**config.mk**
```make
export PLATFORM = sky130hd
export DESIGN_NAME = dual_slope_ctrl
export DESIGN_NICKNAME = d
export VERILOG_FILES = /design/src/rtl/voltmeter_pkg.sv /design/src/rtl/sync_2ff.sv /design/src/rtl/dual_slope_ctrl.sv
export SDC_FILE = /design/constraint.sdc
export NUM_CORES = 1
export LEC_CHECK = 0
export CAP_MARGIN = 10
export CORE_MARGIN = 5
export CORE_UTILIZATION = 38
export CTS_CLUSTER_SIZE = 28
export DETAILED_ROUTE_END_ITERATION = 7
export SLEW_MARGIN = 25
export SYNTH_ARGS = -nofsm -noshare
export SYNTH_HDL_FRONTEND = slang
export SYNTH_SLANG_ARGS = --single-unit
```
**constraint.sdc**
```tcl
create_clock -name clk_i -period 2.8 [get_ports clk_i]
set_clock_uncertainty 0.2 [all_clocks]
set_input_delay 0.56 -clock clk_i [delete_from_list [all_inputs] [get_ports clk_i]]
set_output_delay 0.56 -clock clk_i [all_outputs]
set_load 0.02 [all_outputs]
```
**src/rtl/voltmeter_pkg.sv**
```systemverilog
// Shared voltmeter constants: FSM state codes, default phase lengths, AFE select encodings.
// Pure declarations; no timing or flow-control behaviour.
package voltmeter_pkg;

    localparam logic [2:0] ST_IDLE  = 3'd0;
    localparam logic [2:0] ST_AZ    = 3'd1;
    localparam logic [2:0] ST_INT   = 3'd2;
    localparam logic [2:0] ST_DEINT = 3'd3;
    localparam logic [2:0] ST_DONE  = 3'd4;

    localparam int T_AZ_DEF      = 256;
    localparam int T_INT_DEF     = 1000;
    localparam int CNT_W_DEF     = 16;
    localparam int DEINT_MAX_DEF = 2000;

    localparam logic AFE_SEL_INPUT = 1'b0;
    localparam logic AFE_SEL_REF   = 1'b1;

    // Integrator is held in reset whenever it is not actively integrating.
    function automatic logic afe_reset_for(input logic [2:0] st);
        return (st == ST_IDLE) || (st == ST_AZ) || (st == ST_DONE);
    endfunction

    function automatic logic afe_sel_for(input logic [2:0] st);
        return (st == ST_DEINT) ? AFE_SEL_REF : AFE_SEL_INPUT;
    endfunction

endpackage

```
**src/rtl/sync_2ff.sv**
```systemverilog
// Two-flop synchronizer for a bus of independent asynchronous status bits.
// Latency 2 clk_i cycles; no backpressure.
module sync_2ff #(
    parameter int W = 1
) (
    input  logic         clk_i,
    input  logic         rst_i,
    input  logic [W-1:0] d_i,
    output logic [W-1:0] q_o
);

    logic [W-1:0] meta_q;
    logic [W-1:0] sync_q;

    always_ff @(posedge clk_i) begin
        if (rst_i) begin
            meta_q <= '0;
            sync_q <= '0;
        end else begin
            meta_q <= d_i;
            sync_q <= meta_q;
        end
    end

    assign q_o = sync_q;

endmodule

```
**src/rtl/dual_slope_ctrl.sv**
```systemverilog
// Dual-slope AFE sequencer: auto-zero, fixed integrate, timed de-integrate, signed-magnitude result.
// Status inputs seen 2 cycles late (uncompensated); start_i ignored while busy, no other backpressure.
module dual_slope_ctrl
    import voltmeter_pkg::*;
#(
    parameter int T_AZ      = T_AZ_DEF,
    parameter int T_INT     = T_INT_DEF,
    parameter int CNT_W     = CNT_W_DEF,
    parameter int DEINT_MAX = DEINT_MAX_DEF
) (
    input  logic             clk_i,
    input  logic             rst_i,
    input  logic             start_i,
    input  logic             cont_i,
    input  logic             range_i,
    input  logic             comp_i,
    input  logic             sat_hi_i,
    input  logic             sat_lo_i,
    input  logic             ref_ok_i,
    output logic             afe_sel_o,
    output logic             afe_reset_o,
    output logic             ref_sign_o,
    output logic             range_sel_o,
    output logic             busy_o,
    output logic             result_valid_o,
    output logic [CNT_W-1:0] result_o,
    output logic             polarity_o,
    output logic             overrange_o,
    output logic             error_o
);

    localparam int PH_MAX0 = (T_AZ > T_INT) ? T_AZ : T_INT;
    localparam int PH_MAX  = (PH_MAX0 > DEINT_MAX) ? PH_MAX0 : DEINT_MAX;
    localparam int PH_W    = $clog2(PH_MAX + 1);

    logic [3:0] stat_s;
    logic       comp_s;
    logic       sat_s;
    logic       ref_ok_s;

    sync_2ff #(.W(4)) u_sync (
        .clk_i (clk_i),
        .rst_i (rst_i),
        .d_i   ({ref_ok_i, sat_lo_i, sat_hi_i, comp_i}),
        .q_o   (stat_s)
    );

    assign comp_s   = stat_s[0];
    assign sat_s    = stat_s[1] | stat_s[2];
    assign ref_ok_s = stat_s[3];

    logic [2:0]       state_q,     state_d;
    logic [PH_W-1:0]  ph_cnt_q,    ph_cnt_d;
    logic             pol_ref_q,   pol_ref_d;
    logic             ovr_q,       ovr_d;
    logic             err_q,       err_d;
    logic [CNT_W-1:0] result_q,    result_d;
    logic             polarity_q,  polarity_d;
    logic             ref_sign_q,  ref_sign_d;
    logic             range_q,     range_d;
    logic             overrange_q, overrange_d;
    logic             error_q,     error_d;
    logic             afe_reset_q, afe_sel_q, busy_q, valid_q;

    always_comb begin
        state_d     = state_q;
        ph_cnt_d    = ph_cnt_q + PH_W'(1);
        pol_ref_d   = pol_ref_q;
        ovr_d       = ovr_q;
        err_d       = err_q;
        result_d    = result_q;
        polarity_d  = polarity_q;
        ref_sign_d  = ref_sign_q;
        range_d     = range_q;
        overrange_d = overrange_q;
        error_d     = error_q;

        case (state_q)
            ST_IDLE: begin
                ph_cnt_d = '0;
                if (start_i) begin
                    if (!ref_ok_s) begin
                        err_d    = 1'b1;
                        result_d = '0;
                        state_d  = ST_DONE;
                    end else begin
                        range_d = range_i;
                        ovr_d   = 1'b0;
                        err_d   = 1'b0;
                        state_d = ST_AZ;
                    end
                end
            end
            ST_AZ: begin
                if (ph_cnt_q == PH_W'(T_AZ - 1)) state_d = ST_INT;
            end
            ST_INT: begin
                if (sat_s) ovr_d = 1'b1;
                if (ph_cnt_q == PH_W'(T_INT - 1)) begin
                    pol_ref_d  = comp_s;
                    ref_sign_d = comp_s;
                    polarity_d = ~comp_s;
                    state_d    = ST_DEINT;
                end
            end
            ST_DEINT: begin
                // Count equals cycles spent de-integrating before the crossing was seen.
                if (comp_s != pol_ref_q) begin
                    result_d = CNT_W'(ph_cnt_q);
                    state_d  = ST_DONE;
                end else if (ph_cnt_q == PH_W'(DEINT_MAX)) begin
                    result_d = CNT_W'(DEINT_MAX);
                    ovr_d    = 1'b1;
                    state_d  = ST_DONE;
                end
            end
            ST_DONE: begin
                if (cont_i && !error_q) begin
                    range_d = range_i;
                    ovr_d   = 1'b0;
                    err_d   = 1'b0;
                    state_d = ST_AZ;
                end else begin
                    state_d = ST_IDLE;
                end
            end
            default: state_d = ST_IDLE;
        endcase

        if (((state_q == ST_AZ) || (state_q == ST_INT) || (state_q == ST_DEINT)) && !ref_ok_s) begin
            err_d    = 1'b1;
            result_d = '0;
            state_d  = ST_DONE;
        end

        if (state_d != state_q) ph_cnt_d = '0;

        // Visible flags only change as a result is published.
        if ((state_d == ST_DONE) && (state_q != ST_DONE)) begin
            overrange_d = ovr_d;
            error_d     = err_d;
        end
    end

    always_ff @(posedge clk_i) begin
        if (rst_i) begin
            state_q     <= ST_IDLE;
            ph_cnt_q    <= '0;
            pol_ref_q   <= 1'b0;
            ovr_q       <= 1'b0;
            err_q       <= 1'b0;
            result_q    <= '0;
            polarity_q  <= 1'b0;
            ref_sign_q  <= 1'b0;
            range_q     <= 1'b0;
            overrange_q <= 1'b0;
            error_q     <= 1'b0;
            afe_reset_q <= 1'b1;
            afe_sel_q   <= AFE_SEL_INPUT;
            busy_q      <= 1'b0;
            valid_q     <= 1'b0;
        end else begin
            state_q     <= state_d;
            ph_cnt_q    <= ph_cnt_d;
            pol_ref_q   <= pol_ref_d;
            ovr_q       <= ovr_d;
            err_q       <= err_d;
            result_q    <= result_d;
            polarity_q  <= polarity_d;
            ref_sign_q  <= ref_sign_d;
            range_q     <= range_d;
            overrange_q <= overrange_d;
            error_q     <= error_d;
            afe_reset_q <= afe_reset_for(state_d);
            afe_sel_q   <= afe_sel_for(state_d);
            busy_q      <= (state_d != ST_IDLE);
            valid_q     <= (state_d == ST_DONE);
        end
    end

    assign afe_sel_o      = afe_sel_q;
    assign afe_reset_o    = afe_reset_q;
    assign ref_sign_o     = ref_sign_q;
    assign range_sel_o    = range_q;
    assign busy_o         = busy_q;
    assign result_valid_o = valid_q;
    assign result_o       = result_q;
    assign polarity_o     = polarity_q;
    assign overrange_o    = overrange_q;
    assign error_o        = error_q;

endmodule
```
# ---- Yosys cells after proc, flatten, opt, wreduce, memory -nomap -nowiden
# Index checks and enable logic that the tools add are counted.
dict set report totals {
  reg_bits 49
  inputBits 9
  word_cells 87
}
dict set report op_classes {
  add_sub_neg 1
  n_mux 31
  n_reduce_logical 19
  eq_ne 18
  bitwise_logic 2
}
# op count
set ops {}
lappend ops {{$mux W16} 4}
lappend ops {{$pmux W16 S2} 1}
lappend ops {{$mux W3} 7}
lappend ops {{$mux W1} 15}
lappend ops {{$pmux W3 S5} 1}
lappend ops {{$add A11 B1 Y11 const B} 1}
lappend ops {{$eq A11 B10 Y1 const B} 1}
lappend ops {{$eq A11 B11 Y1 const B} 1}
lappend ops {{$eq A11 B8 Y1 const B} 1}
lappend ops {{$eq A3 B2 Y1 const B} 3}
lappend ops {{$reduce_and A4 Y1} 2}
lappend ops {{$eq A3 B1 Y1 const B} 2}
lappend ops {{$eq A3 B3 Y1 const B} 2}
lappend ops {{$logic_not A3 Y1} 2}
lappend ops {{$ne A2 B2 Y1 const B} 3}
lappend ops {{$ne A3 B3 Y1 const B} 2}
lappend ops {{$logic_or A1 B1 Y1} 4}
lappend ops {{$pmux W1 S2} 2}
lappend ops {{$pmux W1 S4} 1}
lappend ops {{$reduce_bool A2 Y1} 2}
lappend ops {{$logic_and A1 B1 Y1} 3}
lappend ops {{$ne A3 B3 Y1} 1}
lappend ops {{$reduce_bool A3 Y1} 1}
lappend ops {{$reduce_or A3 Y1} 1}
lappend ops {{7 further kinds} 8}

# ---- Logic depth before layout (Yosys ltp)
# Gate-level depths: netlist of run 1.
dict set report depth {
  depth_word 8
  depth_mapped 7
}

# ---- Modules after synthesis
# A second synthesis of run 1 with hierarchy kept.
dict set report hier_totals {
  hier_cells 211
  hier_area_um2 1921.8
}
# module area_per_inst_um2 cells_each instances
set by_module_without_submodules {}
lappend by_module_without_submodules {dual_slope_ctrl 1711.6 195 1}
lappend by_module_without_submodules {sync_2ff 210.2 16 1}

# ---- Worst setup path after synthesis of run 1
# Ideal clock, no wire load.
dict set report synth_timing {
  kind {register -> register}
  startpoint {register ph_cnt_q[0]}
  endpoint {register ph_cnt_q[0]}
  slack_ns 0.947
  period_less_slack_ns 1.853
  arrival_time_ns 1.587
  n_path_buf 1
  stages_incl_launch_ff 7
  cell_sequence {dfxtp_1 > ha_1 > nand4_1 > nor3_1 > or4b_4 > buf_6 > a21oi_2}
}
dict set report synth_via {
  elab_chain_cells 7
}
# item line
set synth_rtl {}
lappend synth_rtl {{start: declaration} dual_slope_ctrl.sv:53} ;# logic [PH_W-1:0] ph_cnt_q, ph_cnt_d;
lappend synth_rtl {{start signal: assignment} dual_slope_ctrl.sv:164} ;# ph_cnt_q <= ph_cnt_d;
lappend synth_rtl {{$eq A11 B11 Y1} dual_slope_ctrl.sv:111} ;# end else if (ph_cnt_q == PH_W'(DEINT_MAX)) begin
lappend synth_rtl {{$mux W3} dual_slope_ctrl.sv:111}
lappend synth_rtl {{$mux W3} dual_slope_ctrl.sv:108} ;# if (comp_s != pol_ref_q) begin
lappend synth_rtl {{$pmux W3 S5} dual_slope_ctrl.sv:78} ;# case (state_q)
lappend synth_rtl {{$mux W3} dual_slope_ctrl.sv:130} ;# if (((state_q == ST_AZ) || (state_q == ST_INT) || (state_q == ST_DEINT)) && !ref_ok_s) begin
lappend synth_rtl {{$ne A3 B3 Y1} dual_slope_ctrl.sv:136} ;# if (state_d != state_q) ph_cnt_d = '0;
lappend synth_rtl {{$reduce_or A3 Y1 (no source line)} -}
# Parallel ways exist; a longest one is shown, timed or not.
# A chain may end at the register's enable or synchronous reset.

# ---- Worst setup path after layout of run 1
dict set report layout_timing {
  startpoint {register ph_cnt_q[0]}
  endpoint {register ph_cnt_q[1]}
}
# Same word-level chain as after synthesis.

==> impl_results.md, run 1 <==
- Outcome: completed
- Area contributors post-synth: dfxtp_1, a21oi_2, a21oi_1
- RSZ-0062 raised after global routing: false
- RR Endpoint: ph_cnt_q[1]$_SDFF_PP0_
- Yosys cell types: 45
- Routed WL per cell: 13.49 um
- Post-synth top area share: 44.06%
- Final instance area: 2427 um^2
- Final setup fails: 0
- CTS buffer count: 5
- # resized after CTS: 0
- Routed WL: 4140 um
- Top-count cell post-synth: dfxtp_1
- Asr flop ratio synth: 0%
- Worst-case vdd ir drop: 290.2 uV
- Startpoint Class: register
- Die area: 6812 um^2
- Crit path capture type: register
- Worst path max stage delay: 0.64 ns
- CP top delay family: simple AND/OR/NAND/NOR gates
- Most instantiated cells after synthesis: dfxtp_1, a21oi_1, nand3_1
- CTS Buffer Depth: 2
- Die height: 82.54 um
- Total grt overflow: 0
- Initial DRC count: 57
- PortBufs: 28
- Fraction of layout cells with a size suffix above 1: 14.77%
- First-pass GRT wire length: 7017 um
- Register-to-register setup slack: 0.64 ns
- Synthesized cell area: 1999 um^2
- Num rows: 26
- Worst reg2reg path depth: 7
- Worst-Skew Late Latency: 0.30 ns
- Die Width: 82.54 um
- R2R Path Start: ph_cnt_q[0]$_SDFF_PP0_
- GRT Total Usage: 13.50%
- Largest net degree at the start of global routing: 17
- Cts hold-fix bufs: 0
- H-tree depth: 2
- Sequential-to-total area share from yosys stat: 44.06%
- Hold path depth: 1
- Core area: 5107 um^2
- Final #Nets: 247
- Max_slew headroom: 56.78%
- Area after DPL: 2311 um^2
- Number of vias in the routed layout: 1550
- Max-cap viol count: 0
- Syn Area/Cell: 9.567 um^2
- Kind of critical path: register to register
- Initial antenna violation count: 0
- Starting Density: 39.15%
- Clk slew on worst S/H paths: 0.08 ns
- HPWL after DPL: 3029 um
- TritonRoute pass-1 iters: 4
- Root Driver: clkbuf_8
- Lkg Pwr: 0.8060 nW
- Vias in the first global route: 1439
- Worst min-delay path category: register to register
- Hold EP: u_sync.q_o[1]$_SDFF_PP0_
- IO Count: 34
- Ant. Diodes: 0
- Hold Vio Cnt, Final: 0
- Critical Path RT: 2.78 ns
- Post-synth top area cell: dfxtp_1
- Worst Path Max Fanout: 13
- Post-synth EDFFs: 0
- Pwr dens: 512.2 nW/um^2
- Vias per cell: 5.049
- Fmax: 0.4633 GHz
- Dominant synthesized flop cell: dfxtp_1
- Area delta synth->final: 21.40%
- Post-CTS Setup Repair Bufs: 0
- Syn. warnings: 0
- Slowest library cell on the worst path: or4_4
- Cell depth of the worst setup path: 7
- Hold Path Origin: u_sync.meta_q[1]$_SDFF_PP0_
- Synth Register Bits: 44
- Worst setup margin: 0.6414 ns
- CP Cell Sequence: inv_1 > ha_1 > nand2_1 > or4_4 > nand4_1 > buf_4 > a21boi_0
- Gpl congestion: 0.7410
- Clock sink count: 44
- Post-route ant nets: 0
- Crit share post-route: 77.09%
- Final Max Tran Viols: 0
- Placement-stage worst setup slack: 0.4820 ns
- Final setup TNS: 0 ns
- CTS tree: done
- CP Data Arrival Time: 2.14 ns
- Worst-margin pin slew: 0.6436 ns
- DRC violations left: 0
- Buf/Inv on CP: 2
- Period minus WS final: 2.159 ns
- Cells after synthesis: 209
[power breakdown]
group | internal (mW) | switching, mW | total, mW | leakage [nW]
registers | 0.640 | 0.00919 | 0.649 | 0.358
logic | 0.0427 | 0.0516 | 0.0944 | 0.390
clock network | 0.269 | 0.231 | 0.500 | 0.0583
total | 0.952 | 0.292 | 1.24 | 0.806
[stage by stage]
stage	power [mW]	std cells	utilization (%)	hold WS [ns]
3_5_place_dp	0.7592	299	45.25	0.2248
5_1_grt	1.298	307	47.53	0.2640
6_report	1.243	307	47.53	0.2399
2_1_floorplan	0.7294	213	-	0.2138
3_3_place_gp	0.7585	299	45.25	0.2164
4_1_cts	1.257	307	47.53	0.2463
[layout make-up]
| class | instances | area, um^2 |
|---|---|---|
| timing repair buffer | 33 | 317.8 |
| clock buffer | 5 | 68.82 |
| fill | 539 | 2680 |
| tap | 70 | 87.58 |
| sequential | 44 | 880.8 |
| multi-input combinational | 147 | 1006 |
| inverter | 5 | 18.77 |
| clock inverter | 3 | 47.55 |
[cells by family (layout without fill, tap and decap cells)]
logic type,Yosys count,count (layout),synth area share [%]
adder cells (fa/ha/maj),2,2,1.251
flip-flops,44,44,44.05
XOR/XNOR,11,11,4.818
buffers and inverters,22,46,6.383
other,1,5,0.1876
multiplexers,3,3,1.502
AO/OA/AOI/OAI,48,48,17.40
AND/OR/NAND/NOR,78,78,24.41
[routing by layer]
metal,GRT usage [%],vias up,part of all wire (%)
met4,5.882,0,1.5
met2,20.83,29,45
met1,17.92,725,49
met5,0,-,0
met3,3.145,6,4.5
li1,-,790,-
[sequential cells by signal, summed over array words and instances (netlist names)]
signal,flops
u_sync.q_o,4
overrange_o,1
afe_reset_o,1
u_sync.meta_q,4
state_q,3
busy_o,1
polarity_o,1
error_o,1
result_valid_o,1
afe_sel_o,1
ph_cnt_q,11
result_o,11
ovr_q,1
err_q,1
ref_sign_o,1
range_sel_o,1
[how the worst max path moves through the flow]
| stage | from | end | slack, ns |
|---|---|---|---|
| detailed placement | rst_i | ph_cnt_q[1]$_SDFF_PP0_ | 0.48 |
| finish | ph_cnt_q[0]$_SDFF_PP0_ | ph_cnt_q[1]$_SDFF_PP0_ | 0.64 |
| CTS | ph_cnt_q[0]$_SDFF_PP0_ | ph_cnt_q[1]$_SDFF_PP0_ | 0.62 |
| floorplan | ph_cnt_q[0]$_SDFF_PP0_ | ph_cnt_q[0]$_SDFF_PP0_ | 0.95 |
| global placement | rst_i | ph_cnt_q[1]$_SDFF_PP0_ | 0.49 |
| global route | ph_cnt_q[0]$_SDFF_PP0_ | ph_cnt_q[1]$_SDFF_PP0_ | 0.51 |
[cell usage in the layout (no fill, tap or decap), types with 2 or more instances in the layout]
master	instances
clkinv_4	2
nor3b_1	2
a21o_1	3
buf_4	5
nor2_1	11
nand2_1	5
nand4_1	11
nor3_1	4
xnor2_1	4
or2_2	2
ha_1	2
xor2_1	7
a211oi_1	2
a21oi_2	11
nor2b_1	8
mux2i_1	3
conb_1	5
o211ai_1	6
nand3_1	17
inv_1	5
clkdlybuf4s50_1	28
nand3b_1	3
nand2b_1	4
a21oi_1	17
clkbuf_8	5
dfxtp_1	44
[worst reg2reg max path: stages, from the launching register on]
cell and delay [ns]:
dfxtp_1 0.40, inv_1 0.09, ha_1 0.17, nand2_1 0.10, or4_4 0.64, nand4_1 0.11
buf_4 0.22, a21boi_0 0.11
No activity file was read; power rests on OpenSTA's default activity.
==> inputs of run 2 (changes only) <==
==> constraint.sdc (replaced) <==
create_clock -name clk_i -period 2.3 [get_ports clk_i]
set_clock_uncertainty 0.2 [all_clocks]
set_input_delay 0.46 -clock clk_i [delete_from_list [all_inputs] [get_ports clk_i]]
set_output_delay 0.46 -clock clk_i [all_outputs]
set_load 0.02 [all_outputs]
==> run 2 against run 1 <==
Non-clock buffer count rose by 5. Critical path depth decreased by 2. Maximum frequency rose by 4.6%. Setup slack got worse by 0.41 ns. Register-to-register slack worse by 0.41 ns.
==> impl_results.md, run 2 (synthesis gave the netlist of run 1 again) <==
- Outcome: completed
- Fillers: 522 (-3.2%)
- Most common cell after layout, fill and taps aside: dfxtp_1
- Kind of critical path: register to register
- HPWL after DPL: 3067 um (+1.2%)
- IO Count: 34 (unchanged)
- Area delta synth->final: 22.78%
- Final instance area: 2455 um^2 (+1.1%)
- Initial DRC count: 70 (+23%)
- Worst-case vdd ir drop: 326.0 uV (+12%)
- Vias in the first global route: 1429 (-0.69%)
- Root Driver: clkbuf_8
- Gpl congestion: 0.7985 (+7.8%)
- Core area: 5107 um^2 (unchanged)
- CTS buffer count: 5 (unchanged)
- Register-to-register setup slack: 0.24 ns (-0.41 ns)
- DRC violations left: 0 (unchanged)
- DP Cell Count: 304 (+1.7%)
- # resized after CTS: 0 (unchanged)
- Ant. Diodes: 0 (unchanged)
- Worst min-delay path category: register to register
- CP Cell Sequence: ha_1 > nand4_1 > nor3_1 > or4b_4 > a21boi_0
- Number of vias in the routed layout: 1576 (+1.7%)
- Routed WL: 4187 um (+1.1%)
- Met3 wire len: 165 um (-11%)
- Fin cells: 312 (+1.6%)
- Pwr dens: 577.2 nW/um^2 (+13%)
- PortBufs: 28 (unchanged)
- Area used by multi-input combinational logic: 1006 um^2 (unchanged)
- CP top delay family: simple AND/OR/NAND/NOR gates
- Vias per cell: 5.051 (about the same)
- Lkg Pwr: 0.8249 nW (+2.3%)
- Worst-Skew Late Latency: 0.30 ns (about the same)
- WL met1: 2048 um (+1.7%)
- Initial antenna violation count: 0 (unchanged)
- GRT Total Usage: 13.42% (-0.079 points)
- Startpoint Class: register
- Storage cell area: 880.8 um^2 (unchanged)
- Clk slew on worst S/H paths: 0.09 ns (about the same)
- Cts hold-fix bufs: 0 (unchanged)
- Num rows: 26 (unchanged)
- TritonRoute pass-1 iters: 4 (unchanged)
- Die Width: 82.54 um (unchanged)
- Slowest library cell on the worst path: or4b_4
- Die height: 82.54 um (unchanged)
- Max_slew headroom: 56.86% (+0.072 points)
- Final Max Tran Viols: 0 (unchanged)
- Fmax: 0.4846 GHz (+4.6%)
- Fraction of layout cells with a size suffix above 1: 16.53% (+1.8 points)
- Max Used Layer: met4
- Die area: 6812 um^2 (unchanged)
- Hold Vio Cnt, Final: 0 (unchanged)
- Largest net degree at the start of global routing: 22 (+5)
- CTS tree: done
- WL met2: 1915 um (+1.9%)
- Clock sink count: 44 (unchanged)
- H-tree depth: 2 (unchanged)
- CTS Buffer Depth: 2 (unchanged)
- Period minus WS final: 2.064 ns (-0.09487 ns)
- Crit share post-route: 89.73% (+13 points)
- Worst Path Max Fanout: 11 (-2)
- Worst path max stage delay: 0.65 ns (about the same)
- Final setup fails: 0 (unchanged)
- Overall power: 1.417 mW (+14%)
- CP Data Arrival Time: 2.09 ns (-0.05 ns)
- Crit path capture type: register
- Worst-margin pin slew: 0.6425 ns (-0.001070 ns)
- Final setup TNS: 0 ns (unchanged)
- Buf/Inv on CP: 0 (-2)
- Starting Density: 39.15% (unchanged)
- Routed WL per cell: 13.42 um (-0.49%)
- Total grt overflow: 0 (unchanged)
- Post-CTS Setup Repair Bufs: 0 (unchanged)
- Max-cap viol count: 0 (unchanged)
- Post-route ant nets: 0 (unchanged)
- RSZ-0062 raised after global routing: false
- Area after DPL: 2361 um^2 (+2.2%)
- Most frequent cells in the layout: dfxtp_1, clkdlybuf4s50_1, nand3_1, a21oi_1
- Final #Nets: 252 (+2.0%)
- Critical Path RT: 2.32 ns (-0.46 ns)
- First-pass GRT wire length: 6955 um (-0.88%)
-- run 2: per-stage QoR --
stage	util (%)	worst slack, ns	hold slack [ns]
5_1_grt	48.06	0.04709	0.2619
6_report	48.06	0.2363	0.2421
3_5_place_dp	46.23	0.1788	0.2204
3_3_place_gp	46.23	0.2220	0.2177
4_1_cts	48.06	0.2153	0.2434
2_1_floorplan	-	0.4471	0.2138
-- run 2: per-layer routing --
metal	global-route usage (%)	vias to the layer above
li1	-	803
met4	5.882	0
met5	0	-
met3	3.254	4
met2	20.03	29
met1	18.30	740
-- run 2: path summary, 6_finish.rpt --
check	start	endpoint	depth (start not counted)
max reg2reg	ph_cnt_q[0]$_SDFF_PP0_	ph_cnt_q[1]$_SDFF_PP0_	5
min	u_sync.meta_q[1]$_SDFF_PP0_	u_sync.q_o[1]$_SDFF_PP0_	1
max	ph_cnt_q[0]$_SDFF_PP0_	ph_cnt_q[1]$_SDFF_PP0_	5
min reg2reg	u_sync.meta_q[1]$_SDFF_PP0_	u_sync.q_o[1]$_SDFF_PP0_	1
-- run 2: layout make-up --
type	count	area share (%)
multi-input cells	147	40.98
clock inverters	3	1.019
clock buffers	5	2.803
inverters	5	0.7645
repair buffers	38	14.98
flip-flops and latches	44	35.88
well taps	70	3.568
-- run 2: where the power goes --
part           switching [mW]  leakage (nW)  internal (mW)
Clock                   0.287        0.0452          0.221
Combinational          0.0652         0.422         0.0546
Sequential             0.0100         0.358          0.779
Total                   0.362         0.825           1.06
==> inputs of run 3 (changes only) <==
--- a/config.mk
+++ b/config.mk
@@ -10,6 +10,7 @@
 export CORE_UTILIZATION = 38
 export CTS_CLUSTER_SIZE = 28
 export DETAILED_ROUTE_END_ITERATION = 7
+export MAX_ROUTING_LAYER = met4
 export SLEW_MARGIN = 25
 export SYNTH_ARGS = -nofsm -noshare
 export SYNTH_HDL_FRONTEND = slang
==> run 3 against run 2 <==
Power about the same. Routed wire length rose by 0.36%. Via count rose by 0.51%. First-iteration DRC count is 2.9% higher. Sequential cell count unchanged. Global-route usage grew 0.38 points. Critical path type unchanged. Sequential share of layout area unchanged. Final cell count is the same. Critical path depth unchanged. Clock power about the same. Core utilization stayed put.
==> impl_results.md, run 3 (synthesis gave the netlist of run 1 again) <==
- First-pass GRT wire length: 6962 um (+0.10%)
- Max_slew headroom: 56.87% (about the same)
- GRT busiest layer: met2
- Worst-margin pin slew: 0.6424 ns (-0.0001430 ns)
- IO Count: 34 (unchanged)
- Crit path capture type: register
- Most frequent cells in the layout: dfxtp_1, clkdlybuf4s50_1, nand3_1, a21oi_1
- Initial antenna violation count: 0 (unchanged)
- Root Driver: clkbuf_8
- Routing usage on met3: 3.254% (unchanged)
- GRT Total Usage: 13.79% (+0.38 points)
- Die height: 82.54 um (unchanged)
- Worst min-delay path category: register to register
- Final Max Tran Viols: 0 (unchanged)
- Met2 global-route usage: 20.03% (unchanged)
- Num rows: 26 (unchanged)
- Startpoint Class: register
- Worst reg2reg path depth: 5 (unchanged)
- Period minus WS final: 2.059 ns (-0.004768 ns)
- Post-route ant nets: 0 (unchanged)
- Final #Nets: 252 (unchanged)
- TritonRoute pass-1 iters: 4 (unchanged)
- Die Width: 82.54 um (unchanged)
- H-tree depth: 2 (unchanged)
- Post-CTS Setup Repair Bufs: 0 (unchanged)
- CTS buffer count: 5 (unchanged)
- Vias per cell: 5.077 (+0.51%)
- Kind of critical path: register to register
- Crit path from: ph_cnt_q[0]$_SDFF_PP0_
- RR Endpoint: ph_cnt_q[1]$_SDFF_PP0_
- Lkg Pwr: 0.8249 nW (unchanged)
- Fillers: 522 (unchanged)
- Gpl congestion: 0.8099 (+1.4%)
- Routed WL: 4202 um (+0.36%)
- Final setup TNS: 0 ns (unchanged)
- Vias in the first global route: 1425 (-0.28%)
- RSZ-0062 raised after global routing: false
- Max-cap viol count: 0 (unchanged)
- Initial DRC count: 72 (+2.9%)
- Cts hold-fix bufs: 0 (unchanged)
- Starting Density: 39.15% (unchanged)
- Clock sink count: 44 (unchanged)
- Register-to-register setup slack: 0.24 ns (about the same)
- CTS tree: done
- PortBufs: 28 (unchanged)
- Fmax: 0.4857 GHz (+0.23%)
- Met1 Track Usage GR: 18.30% (unchanged)
- Hold Path Origin: u_sync.meta_q[1]$_SDFF_PP0_
- HPWL after DPL: 3067 um (unchanged)
- Worst-Skew Late Latency: 0.30 ns (about the same)
- DRC violations left: 0 (unchanged)
- Worst Path Max Fanout: 11 (unchanged)
- Die area: 6812 um^2 (unchanged)
- Critical Path RT: 2.32 ns (about the same)
- Clk slew on worst S/H paths: 0.09 ns (about the same)
- Area delta synth->final: 22.78% (unchanged)
- Outcome: completed
- Core area: 5107 um^2 (unchanged)
- # resized after CTS: 0 (unchanged)
- Fraction of layout cells with a size suffix above 1: 16.53% (unchanged)
- Storage cell area: 880.8 um^2 (unchanged)
- Ant. Diodes: 0 (unchanged)
- Pwr dens: 577.2 nW/um^2 (about the same)
- Total grt overflow: 0 (unchanged)
- CTS Buffer Depth: 2 (unchanged)
- CP Data Arrival Time: 2.08 ns (about the same)
- Largest net degree at the start of global routing: 22 (unchanged)
- Routed WL per cell: 13.47 um (+0.36%)
- Hold Vio Cnt, Final: 0 (unchanged)
- Area used by multi-input combinational logic: 1006 um^2 (unchanged)
- Hold_ws: 0.2410 ns (-0.001110 ns)
- Crit share post-route: 89.52% (-0.21 points)
- Worst-case vdd ir drop: 326.0 uV (about the same)
- Number of vias in the routed layout: 1584 (+0.51%)
- R2R Path Start: ph_cnt_q[0]$_SDFF_PP0_
- Most common cell after layout, fill and taps aside: dfxtp_1
- Final setup fails: 0 (unchanged)
- Critical Path Sink: ph_cnt_q[1]$_SDFF_PP0_
run 3: stage by stage:
step	utilization, %	cell area, um^2	power (mW)	instances	worst slack, ns
2_1_floorplan	-	2014	0.8879	213	0.4471
3_3_place_gp	46.23	2361	0.9268	304	0.2220
3_5_place_dp	46.23	2361	0.9269	304	0.1788
4_1_cts	48.06	2455	1.434	312	0.2153
5_1_grt	48.06	2455	1.482	312	0.04709
6_report	48.06	2455	1.417	312	0.2410
run 3: worst max-delay path, cell delays in order, from the launching register on:
cell	delay (ns)
dfxtp_1	0.39
ha_1	0.29
nand4_1	0.18
nor3_1	0.07
or4b_4	0.65
a21boi_0	0.21
run 3: per-layer routing:
layer	share of wire (%)	routed length, um
met2	45	1885
met4	1.9	78
met1	49	2068
met5	0	0
met3	4.0	170
run 3: where the power goes:
group	internal (mW)	switching, mW
Sequential	0.779	0.0100
Clock	0.221	0.287
Combinational	0.0546	0.0652
Total	1.06	0.362
run 3: layout make-up:
type	count	share of cell area [%]
multi-input cells	147	40.98
clock buffers	5	2.803
inverters	5	0.7645
repair buffers	38	14.98
flip-flops and latches	44	35.88
clock inverters	3	1.019
well taps	70	3.568
run 3: how the worst min path moves through the flow:
| stage | end | depth (start not counted) | slack (ns) |
|---|---|---|---|
| after floorplan | u_sync.q_o[0]$_SDFF_PP0_ | 1 | 0.21 |
| after global placement | u_sync.q_o[2]$_SDFF_PP0_ | 1 | 0.22 |
| after detailed placement | u_sync.q_o[1]$_SDFF_PP0_ | 1 | 0.22 |
| after CTS | u_sync.q_o[1]$_SDFF_PP0_ | 1 | 0.24 |
| after global routing | u_sync.q_o[0]$_SDFF_PP0_ | 1 | 0.26 |
| final | u_sync.q_o[1]$_SDFF_PP0_ | 1 | 0.24 |
